**config.mk**
```make
export PLATFORM = sky130hd
export DESIGN_NAME = fetch_queue_flat
export DESIGN_NICKNAME = d
export VERILOG_FILES = /design/src/rtl/fetch_queue_if.sv /design/src/rtl/fetch_queue.sv /design/src/flat_wrapper.sv
export SDC_FILE = /design/constraint.sdc
export NUM_CORES = 1
export LEC_CHECK = 0
export BUFFER_PORTS_ARGS = -buffer_cell sky130_fd_sc_hd__buf_2
export CAP_MARGIN = 25
export CORE_MARGIN = 4
export CORE_UTILIZATION = 35
export CTS_BUF_LIST = sky130_fd_sc_hd__clkbuf_4 sky130_fd_sc_hd__clkbuf_8
export CTS_CLUSTER_DIAMETER = 30
export DETAILED_ROUTE_END_ITERATION = 16
export MAX_ROUTING_LAYER = met4
export PLACE_DENSITY = 0.59
export RECOVER_POWER = 100
export SETUP_SLACK_MARGIN = 0.2
export SLEW_MARGIN = 10
export SYNTH_ARGS = -nofsm -noshare
export SYNTH_HDL_FRONTEND = slang
export SYNTH_SLANG_ARGS = --single-unit
```
**constraint.sdc**
```tcl
create_clock -name clk -period 3.6 [get_ports clk]
set_input_delay 0.72 -clock clk [delete_from_list [all_inputs] [get_ports clk]]
set_output_delay 0.72 -clock clk [all_outputs]
set_load 0.02 [all_outputs]
```
**src/rtl/fetch_queue_if.sv**
```systemverilog
// Fetch-queue bus bundle: the instruction-memory request/response port and the decode handshake.
// The master modport is the fetch_queue side. The slave modport is the memory/decode side.
interface fetch_queue_if;
  logic        imem_req;
  logic [15:0] imem_addr;
  logic        imem_gnt;
  logic        imem_rvalid;
  logic [15:0] imem_rdata;
  logic        dec_ready;
  logic        dec_valid;
  logic [15:0] instr;
  logic [15:0] PC;
  logic [15:0] PCPlus1;

  modport master (
    output imem_req, imem_addr, dec_valid, instr, PC, PCPlus1,
    input  imem_gnt, imem_rvalid, imem_rdata, dec_ready
  );

  modport slave (
    input  imem_req, imem_addr, dec_valid, instr, PC, PCPlus1,
    output imem_gnt, imem_rvalid, imem_rdata, dec_ready
  );
endinterface

```
**src/rtl/fetch_queue.sv**
```systemverilog
// Prefetching fetch stage: issues in-order imem reads and buffers {pc, inst} in a DEPTH-entry FIFO for decode.
// Define FETCH_BYPASS_EN to pass a response straight to decode when the FIFO is empty.
module fetch_queue #(
  parameter int          DEPTH    = 4,
  parameter logic [15:0] RESET_PC = 16'h0000,
  parameter logic [15:0] NOP_INST = 16'h1000
) (
  input  logic        clk,
  input  logic        rst,
  input  logic [15:0] newPC,
  input  logic        jorb,
  input  logic        halt,
  fetch_queue_if.master bus
);
  localparam int AW = (DEPTH > 1) ? $clog2(DEPTH) : 1;
  localparam int CW = AW + 1;
  localparam logic [CW:0] DEPTH_W = (CW + 1)'(DEPTH);

  logic [15:0]   r_fetchPc;
  logic [15:0]   r_respPc;
  logic [15:0]   r_lastPc;
  logic [CW-1:0] r_count;
  logic [CW-1:0] r_outstanding;
  logic [CW-1:0] r_dropCnt;
  logic          r_halted;
  logic [AW-1:0] r_wrPtr;
  logic [AW-1:0] r_rdPtr;
  logic [15:0]   r_memPc   [DEPTH];
  logic [15:0]   r_memInst [DEPTH];

  logic          w_empty;
  logic          w_credit;
  logic          w_req;
  logic          w_grant;
  logic          w_rvalid;
  logic          w_dropping;
  logic          w_bypass;
  logic          w_decValid;
  logic          w_pop;
  logic          w_accept;
  logic          w_push;
  logic [CW-1:0] w_outstandingNext;
  logic [15:0]   w_outPc;
  logic [15:0]   w_outInst;

  // Entries plus in-flight requests never exceed DEPTH, so a push can never find the FIFO full.
  assign w_empty    = (r_count == '0);
  assign w_credit   = ({1'b0, r_count} + {1'b0, r_outstanding}) < DEPTH_W;
  assign w_req      = rst && !r_halted && !halt && !jorb && w_credit;
  assign w_grant    = w_req && bus.imem_gnt;
  assign w_rvalid   = bus.imem_rvalid && (r_outstanding != '0);
  assign w_dropping = (r_dropCnt != '0);

`ifdef FETCH_BYPASS_EN
  assign w_bypass = w_empty && w_rvalid && !w_dropping && !jorb;
`else
  assign w_bypass = 1'b0;
`endif

  assign w_decValid = !w_empty || w_bypass;
  assign w_pop      = !w_empty && bus.dec_ready;
  assign w_accept   = w_rvalid && !w_dropping && !jorb;
  assign w_push     = w_accept && !(w_bypass && bus.dec_ready);
  assign w_outstandingNext = r_outstanding + CW'(w_grant) - CW'(w_rvalid);

  always_comb begin
    w_outPc   = r_lastPc;
    w_outInst = NOP_INST;
    if (!w_empty) begin
      w_outPc   = r_memPc[r_rdPtr];
      w_outInst = r_memInst[r_rdPtr];
    end else if (w_bypass) begin
      w_outPc   = r_respPc;
      w_outInst = bus.imem_rdata;
    end
  end

  // A redirect flushes the FIFO and turns every older in-flight response into a drop.
  always_ff @(posedge clk or negedge rst) begin
    if (!rst) begin
      r_fetchPc     <= RESET_PC;
      r_respPc      <= RESET_PC;
      r_lastPc      <= '0;
      r_count       <= '0;
      r_outstanding <= '0;
      r_dropCnt     <= '0;
      r_halted      <= 1'b0;
      r_wrPtr       <= '0;
      r_rdPtr       <= '0;
    end else begin
      r_halted      <= r_halted || halt;
      r_outstanding <= w_outstandingNext;
      if (w_decValid) begin
        r_lastPc <= w_outPc;
      end
      if (jorb) begin
        r_fetchPc <= newPC;
        r_respPc  <= newPC;
        r_count   <= '0;
        r_wrPtr   <= '0;
        r_rdPtr   <= '0;
        r_dropCnt <= w_outstandingNext;
      end else begin
        if (w_grant) begin
          r_fetchPc <= r_fetchPc + 16'd1;
        end
        if (w_rvalid && w_dropping) begin
          r_dropCnt <= r_dropCnt - CW'(1);
        end
        if (w_accept) begin
          r_respPc <= r_respPc + 16'd1;
        end
        if (w_push) begin
          r_wrPtr <= r_wrPtr + AW'(1);
        end
        if (w_pop) begin
          r_rdPtr <= r_rdPtr + AW'(1);
        end
        r_count <= r_count + CW'(w_push) - CW'(w_pop);
      end
    end
  end

  always_ff @(posedge clk) begin
    if (w_push) begin
      r_memPc[r_wrPtr]   <= r_respPc;
      r_memInst[r_wrPtr] <= bus.imem_rdata;
    end
  end

  assign bus.imem_req  = w_req;
  assign bus.imem_addr = r_fetchPc;
  assign bus.dec_valid = w_decValid;
  assign bus.instr     = w_outInst;
  assign bus.PC        = w_outPc;
  assign bus.PCPlus1   = w_outPc + 16'd1;
endmodule

```
**src/flat_wrapper.sv**
```systemverilog
// flat-port wrapper written by rule: the top's interface ports become plain ports
module fetch_queue_flat 
#(
  parameter int          DEPTH    = 4,
  parameter logic [15:0] RESET_PC = 16'h0000,
  parameter logic [15:0] NOP_INST = 16'h1000
)
  (clk, rst, newPC, jorb, halt, bus_imem_req, bus_imem_addr, bus_dec_valid, bus_instr, bus_PC, bus_PCPlus1, bus_imem_gnt, bus_imem_rvalid, bus_imem_rdata, bus_dec_ready);
  fetch_queue_if bus_i ();
  input  logic clk;
  input  logic rst;
  input  logic [15:0] newPC;
  input  logic jorb;
  input  logic halt;
  output wire logic [$bits(bus_i.imem_req)-1:0] bus_imem_req;
  output wire logic [$bits(bus_i.imem_addr)-1:0] bus_imem_addr;
  output wire logic [$bits(bus_i.dec_valid)-1:0] bus_dec_valid;
  output wire logic [$bits(bus_i.instr)-1:0] bus_instr;
  output wire logic [$bits(bus_i.PC)-1:0] bus_PC;
  output wire logic [$bits(bus_i.PCPlus1)-1:0] bus_PCPlus1;
  input wire logic [$bits(bus_i.imem_gnt)-1:0] bus_imem_gnt;
  input wire logic [$bits(bus_i.imem_rvalid)-1:0] bus_imem_rvalid;
  input wire logic [$bits(bus_i.imem_rdata)-1:0] bus_imem_rdata;
  input wire logic [$bits(bus_i.dec_ready)-1:0] bus_dec_ready;
  assign bus_imem_req = bus_i.imem_req;
  assign bus_imem_addr = bus_i.imem_addr;
  assign bus_dec_valid = bus_i.dec_valid;
  assign bus_instr = bus_i.instr;
  assign bus_PC = bus_i.PC;
  assign bus_PCPlus1 = bus_i.PCPlus1;
  assign bus_i.imem_gnt = bus_imem_gnt;
  assign bus_i.imem_rvalid = bus_imem_rvalid;
  assign bus_i.imem_rdata = bus_imem_rdata;
  assign bus_i.dec_ready = bus_dec_ready;
  fetch_queue #(.DEPTH(DEPTH), .RESET_PC(RESET_PC), .NOP_INST(NOP_INST)) u_core (.clk(clk), .rst(rst), .newPC(newPC), .jorb(jorb), .halt(halt), .bus(bus_i));
endmodule
```
======== Word-level counts from Yosys, hierarchy flattened ========
Memories as Yosys holds them, arrays and structs flattened.
Cells that the tools add are included.
word-level totals
  flip-flop bits (word level) ............. 62
  memory bits (writable) .................. 128
  input bits .............................. 39
  output and inout port bits .............. 66
  logic and storage cells ................. 61
  memories ................................ 2
memory list
  memory            depth  bits a word  read ports  clocked after memory_dff  wr ports  line               RTL
  u_core.r_memInst  4      16           1           0                         1         fetch_queue.sv:29  logic [15:0] r_memInst [DEPTH];
  u_core.r_memPc    4      16           1           0                         1         fetch_queue.sv:28  logic [15:0] r_memPc [DEPTH];
operators by class
  add/subtract/negate cells ............... 11
  magnitude comparators ................... 1
  multiplexer cells ....................... 15
  reductions and logical operators ........ 23
operators by type and width
  kind                                                                           number
  16-bit two-way mux                                                             6
  16-bit by 1-bit adder with 16-bit output (second input constant)               3
  1-bit logical AND                                                              10
  3-bit two-way mux                                                              3
  2-bit two-way mux                                                              4
  2-bit nonzero test                                                             4
  3-bit by 1-bit adder with 3-bit output                                         2
  3-bit nonzero test                                                             2
  3-bit by 1-bit subtractor with 3-bit output                                    2
  1-bit logical NOT                                                              5
  2-bit by 1-bit adder with 2-bit output (second input constant)                 2
  3-bit by 3-bit adder with 4-bit output                                         1
  4-bit by 3-bit less-than comparator with 1-bit output (second input constant)  1
  3-bit logical NOT                                                              1
  3-bit by 1-bit subtractor with 3-bit output (second input constant)            1
  1-bit two-way mux                                                              2
  1-bit logical OR                                                               1

======== Longest topological paths before layout ========
  depth after elaboration ................. 9
  gate-level depth with buffers ........... 13
  mapped depth without buffers ............ 11

======== Least setup slack after synthesis ========
Ideal clock, no wire load.
  kind .................................... flip-flop to output port
  from .................................... register u_core.r_count[1]
  to ...................................... output port bus_PCPlus1[14]
  data arrival time ....................... 3.005 ns
  slack ................................... -0.125 ns
  stages on the path, launching flop included .. 14
  buffers on the path ..................... 3
  cells stage by stage .................... dfrtp_1 nor3_4 inv_1 buf_4 buf_2 clkbuf_1 nand2_1 nand2_1 ha_1 and3_1 nand2_1 a22oi_1 nand4_1 xnor2_1
on the way
  cells in the longest elaborated chain, start to end .. 3
RTL lines
  what                                      line                RTL
  from (decl)                               fetch_queue.sv:22   logic [CW-1:0] r_count;
  from (signal assigned)                    fetch_queue.sv:119  r_count <= r_count + CW'(w_push) - CW'(w_pop);
  3-bit logical NOT                         fetch_queue.sv:47   assign w_empty = (r_count == '0);
  16-bit two-way mux                        fetch_queue.sv:69   if (!w_empty) begin
  named net bus_PC[1]                       flat_wrapper.sv:19  output wire logic [$bits(bus_i.PC)-1:0] bus_PC;
  16-bit by 1-bit adder with 16-bit output  fetch_queue.sv:136  assign bus.PCPlus1 = w_outPc + 16'd1;
  to (decl)                                 flat_wrapper.sv:20  output wire logic [$bits(bus_i.PCPlus1)-1:0] bus_PCPlus1;
The timed path passes the listed nets, and every way through them passes these cells.

======== Worst setup path after layout ========
  from .................................... register u_core.r_rdPtr[0]
  to ...................................... output port bus_PCPlus1[6]
on the way
  cells in the longest elaborated chain, start to end .. 3
RTL lines
  what                                      line                RTL
  from (decl)                               fetch_queue.sv:27   logic [AW-1:0] r_rdPtr;
  from (signal assigned)                    fetch_queue.sv:117  r_rdPtr <= r_rdPtr + AW'(1);
  memory 4 x 16 bit                         --
  16-bit two-way mux                        fetch_queue.sv:69
  16-bit by 1-bit adder with 16-bit output  fetch_queue.sv:136
No other way between the ends.

==> results.cfg <==
[placement]
dp_cells = 1003
dp_hpwl_um = 12300
io_buffer_count = 104
gp_congestion = 0.806
post-place-ws_ps = 446

[sta]
finalSetupTns_ps = 0
tightestPinTransition_ps = 1620
hold_viol_final = 0
final_max_slew_viol_count = 63
slew_headroom_pct = -7.77
rsz0062_at_grt = yes
setup_ws_ps = 201
setup_viol = 0
period_needed_ps = 3400
max_freq_mhz = 294
fin_skew_ps = 14.0
period_share_pct = 94.4

[clock_network]
ctsHoldBuffers = 0
h-tree-depth = 4
clkTransAtPathRegs_ps = 90
cts_buffers = 17
insertion_delay_ps = 450
ctsLongestPathBuffers = 2
clkSinkCount = 190
root_buffer = clkbuf_8
tritoncts = yes

[finish]
fill_cells = 2181
multi_input_area_mm2 = 0.00292
seq_area_mm2 = 0.00540
fin_nets = 774
drive_gt1_share_pct = 22.6
area_growth_pct = 17.7
n_antenna_cell = 0
instances_no_fill = 1050

[synthesis]
yosysSeqAreaShare_pct = 64.0
syn_nets = 639
synth.distinct_cells = 44
synth_area_mm2 = 0.00843
avgSynthCellArea_um2 = 14.5
synthesis.instances = 583
synth_seq_cells = 190
ys_warn_count = 0

[floorplanning]
start_util_pct = 35.7
fp-row-count = 56
die_h_um = 163
fp.dieW_um = 163
die_area_mm2 = 0.0266
core_area_mm2 = 0.0236
ioPinCount = 105

[setup_path]
crit_chain = mux4_2, nand2_1, nand2_4, ha_4, and3_4, nand2_4, buf_4, a21oi_1, xnor2_1, o21ai_2, buf_4
cp-end-kind = output pin
crit_family = multiplexers
critPathMaxStageDelay_ps = 560
path_buf_inv = 2
crit_slowest_cell = mux4_2
crit_fanout = 4
crit_arrival_ps = 2680
critPathRequiredTime_ps = 2880
crit_type = register to output pin
cp-start-kind = register

[power_and_ir_drop]
p_total_mw = 7.02
p_leak_nw = 3.64
ir_worst_vdd_v = 0.000366
powerDensity_mw_per_mm2 = 707

[drt]
wire_per_inst_um = 16.9
vias = 5209
firstDrtPassIters = 5
drc = 0
finalWirelength_um = 17800
drtIter0Drc = 362
ant_nets = 0
viasPerCell = 4.96

[min_path]
min_path_type = input port to register

[run_status]
violations = capacitance limit, slew limit
status = complete, but fails checks

[global_routing]
grt_overflow = 0
grt_max_degree = 63
grt_pass1_wl_um = 28200
antenna_found_initial = 0
gr-usage-all-layers_pct = 13.9
grt_pass1_vias = 5250

[flow_run]
max_cap_violations = 1
## cells in the final DEF (no fill, tap or decap), types with 7 or more instances in the layout
cell type,count
ha_1,14
a21oi_1,7
buf_4,24
nand2_1,74
nand3_1,13
inv_1,27
xor2_1,9
mux4_2,27
nand4_1,16
clkbuf_8,17
dfrtp_1,60
o21ai_0,27
buf_2,35
and2_1,10
edfxtp_1,128
and2_0,15
xnor2_1,28
o311ai_0,7
mux2_2,9
nor2_1,15
clkbuf_2,8
clkbuf_1,65
## routing by layer
metal  share of wire [%]  track usage, %  wire length (um)
met1                  46            19.3              8230
met2                  46            20.9              8150
met3                 6.6            3.28              1180
met4                 1.2            3.85               208
met5                   0               -                 0
## final timing paths
check | from | depth (start not counted) | slack (ps) | endpoint
max in group asynchronous | rst | 2 | 1530 | u_core.r_rdPtr[0]
max | u_core.r_rdPtr[0] | 11 | 200 | bus_PCPlus1[6]
min in group asynchronous | rst | 2 | 1000 | u_core.r_lastPc[2]
max reg2reg | u_core.r_count[1] | 11 | 610 | u_core.r_count[2]
min reg2reg | u_core.r_lastPc[15] | 2 | 480 | u_core.r_lastPc[15]
min | halt | 2 | 480 | u_core.r_halted
## power breakdown
part | internal [mW] | leakage, nW | switching (mW)
Combinational | 1.17 | 1.57 | 1.71
Sequential | 2.59 | 1.90 | 0.210
Clock | 0.566 | 0.172 | 0.768
## repair_timing
action,in CTS,in global routing
cloned,0,0
setup endpoints to repair,11,11
resized for setup,25,20
buffers inserted,9,6
pin swaps,14,13
## synth_stat cells (all sizes together)
cell type | n | area (um^2)
edfxtp | 128 | 3840
a41oi | 3 | 26.3
ha | 15 | 188
nand3 | 14 | 70.1
fa | 2 | 40.0
mux4 | 32 | 754
and3 | 7 | 43.8
nor3 | 5 | 36.3
o31a | 1 | 8.76
a31oi | 3 | 18.8
xor2 | 9 | 78.8
nor4b | 2 | 23.8
mux2 | 11 | 128
a22oi | 1 | 7.51
nor2b | 3 | 18.8
inv | 27 | 101
and2 | 25 | 156
o21ai | 28 | 140
nor4 | 6 | 37.5
nor3b | 2 | 15.0
o311ai | 7 | 61.3
a21oi | 7 | 35.0
nand2 | 78 | 293
nand4 | 17 | 121
buf | 10 | 78.8
a221oi | 1 | 26.3
and4 | 3 | 26.3
o211ai | 6 | 45.0
clkbuf | 13 | 48.8
mux2i | 5 | 53.8
or2 | 3 | 18.8
dfrtp | 62 | 1550
xnor2 | 32 | 280
nor2 | 15 | 56.3
## sequential cells by signal (all words and copies together) (netlist names)
signal / flops
u_core.r_halted: 1
u_core.r_memPc: 64
u_core.r_memInst: 64
u_core.r_dropCnt: 3
u_core.r_wrPtr: 2
u_core.bus.imem_addr: 16
u_core.r_count: 3
u_core.r_outstanding: 3
u_core.r_respPc: 16
u_core.r_lastPc: 16
u_core.r_rdPtr: 2
## stage by stage
step / hold slack [ps] / utilization [%] / cell area [um^2]
finish: 476 / 42.0 / 9930
floorplan: 424 / - / 8480
CTS: 443 / 42.1 / 9950
global route: 458 / 42.0 / 9930
detailed placement: 458 / 39.9 / 9420
global placement: 452 / 39.9 / 9420
## cell type report
class                      count  area share [%]
tap                          319            4.02
clock inverter                14            1.40
sequential                   190            54.4
timing repair buffer         139            7.34
multi-input combinational    343            29.4
clock buffer                  18            2.43
inverter                      27            1.02
## cells by family (layout without fill, tap and decap cells)
| family | count (synthesis) | after routing | synth area share, % |
|---|---|---|---|
| AND/OR/NAND/NOR | 180 | 180 | 10.9 |
| adder cells (fa/ha/maj) | 17 | 17 | 2.70 |
| multiplexers | 48 | 48 | 11.1 |
| buffers and inverters | 50 | 198 | 2.72 |
| XOR/XNOR | 41 | 41 | 4.26 |
| AO/OA/AOI/OAI | 57 | 57 | 4.38 |
| flip-flops | 190 | 190 | 64.0 |
Note: power is estimated with default switching activity, not from simulation.
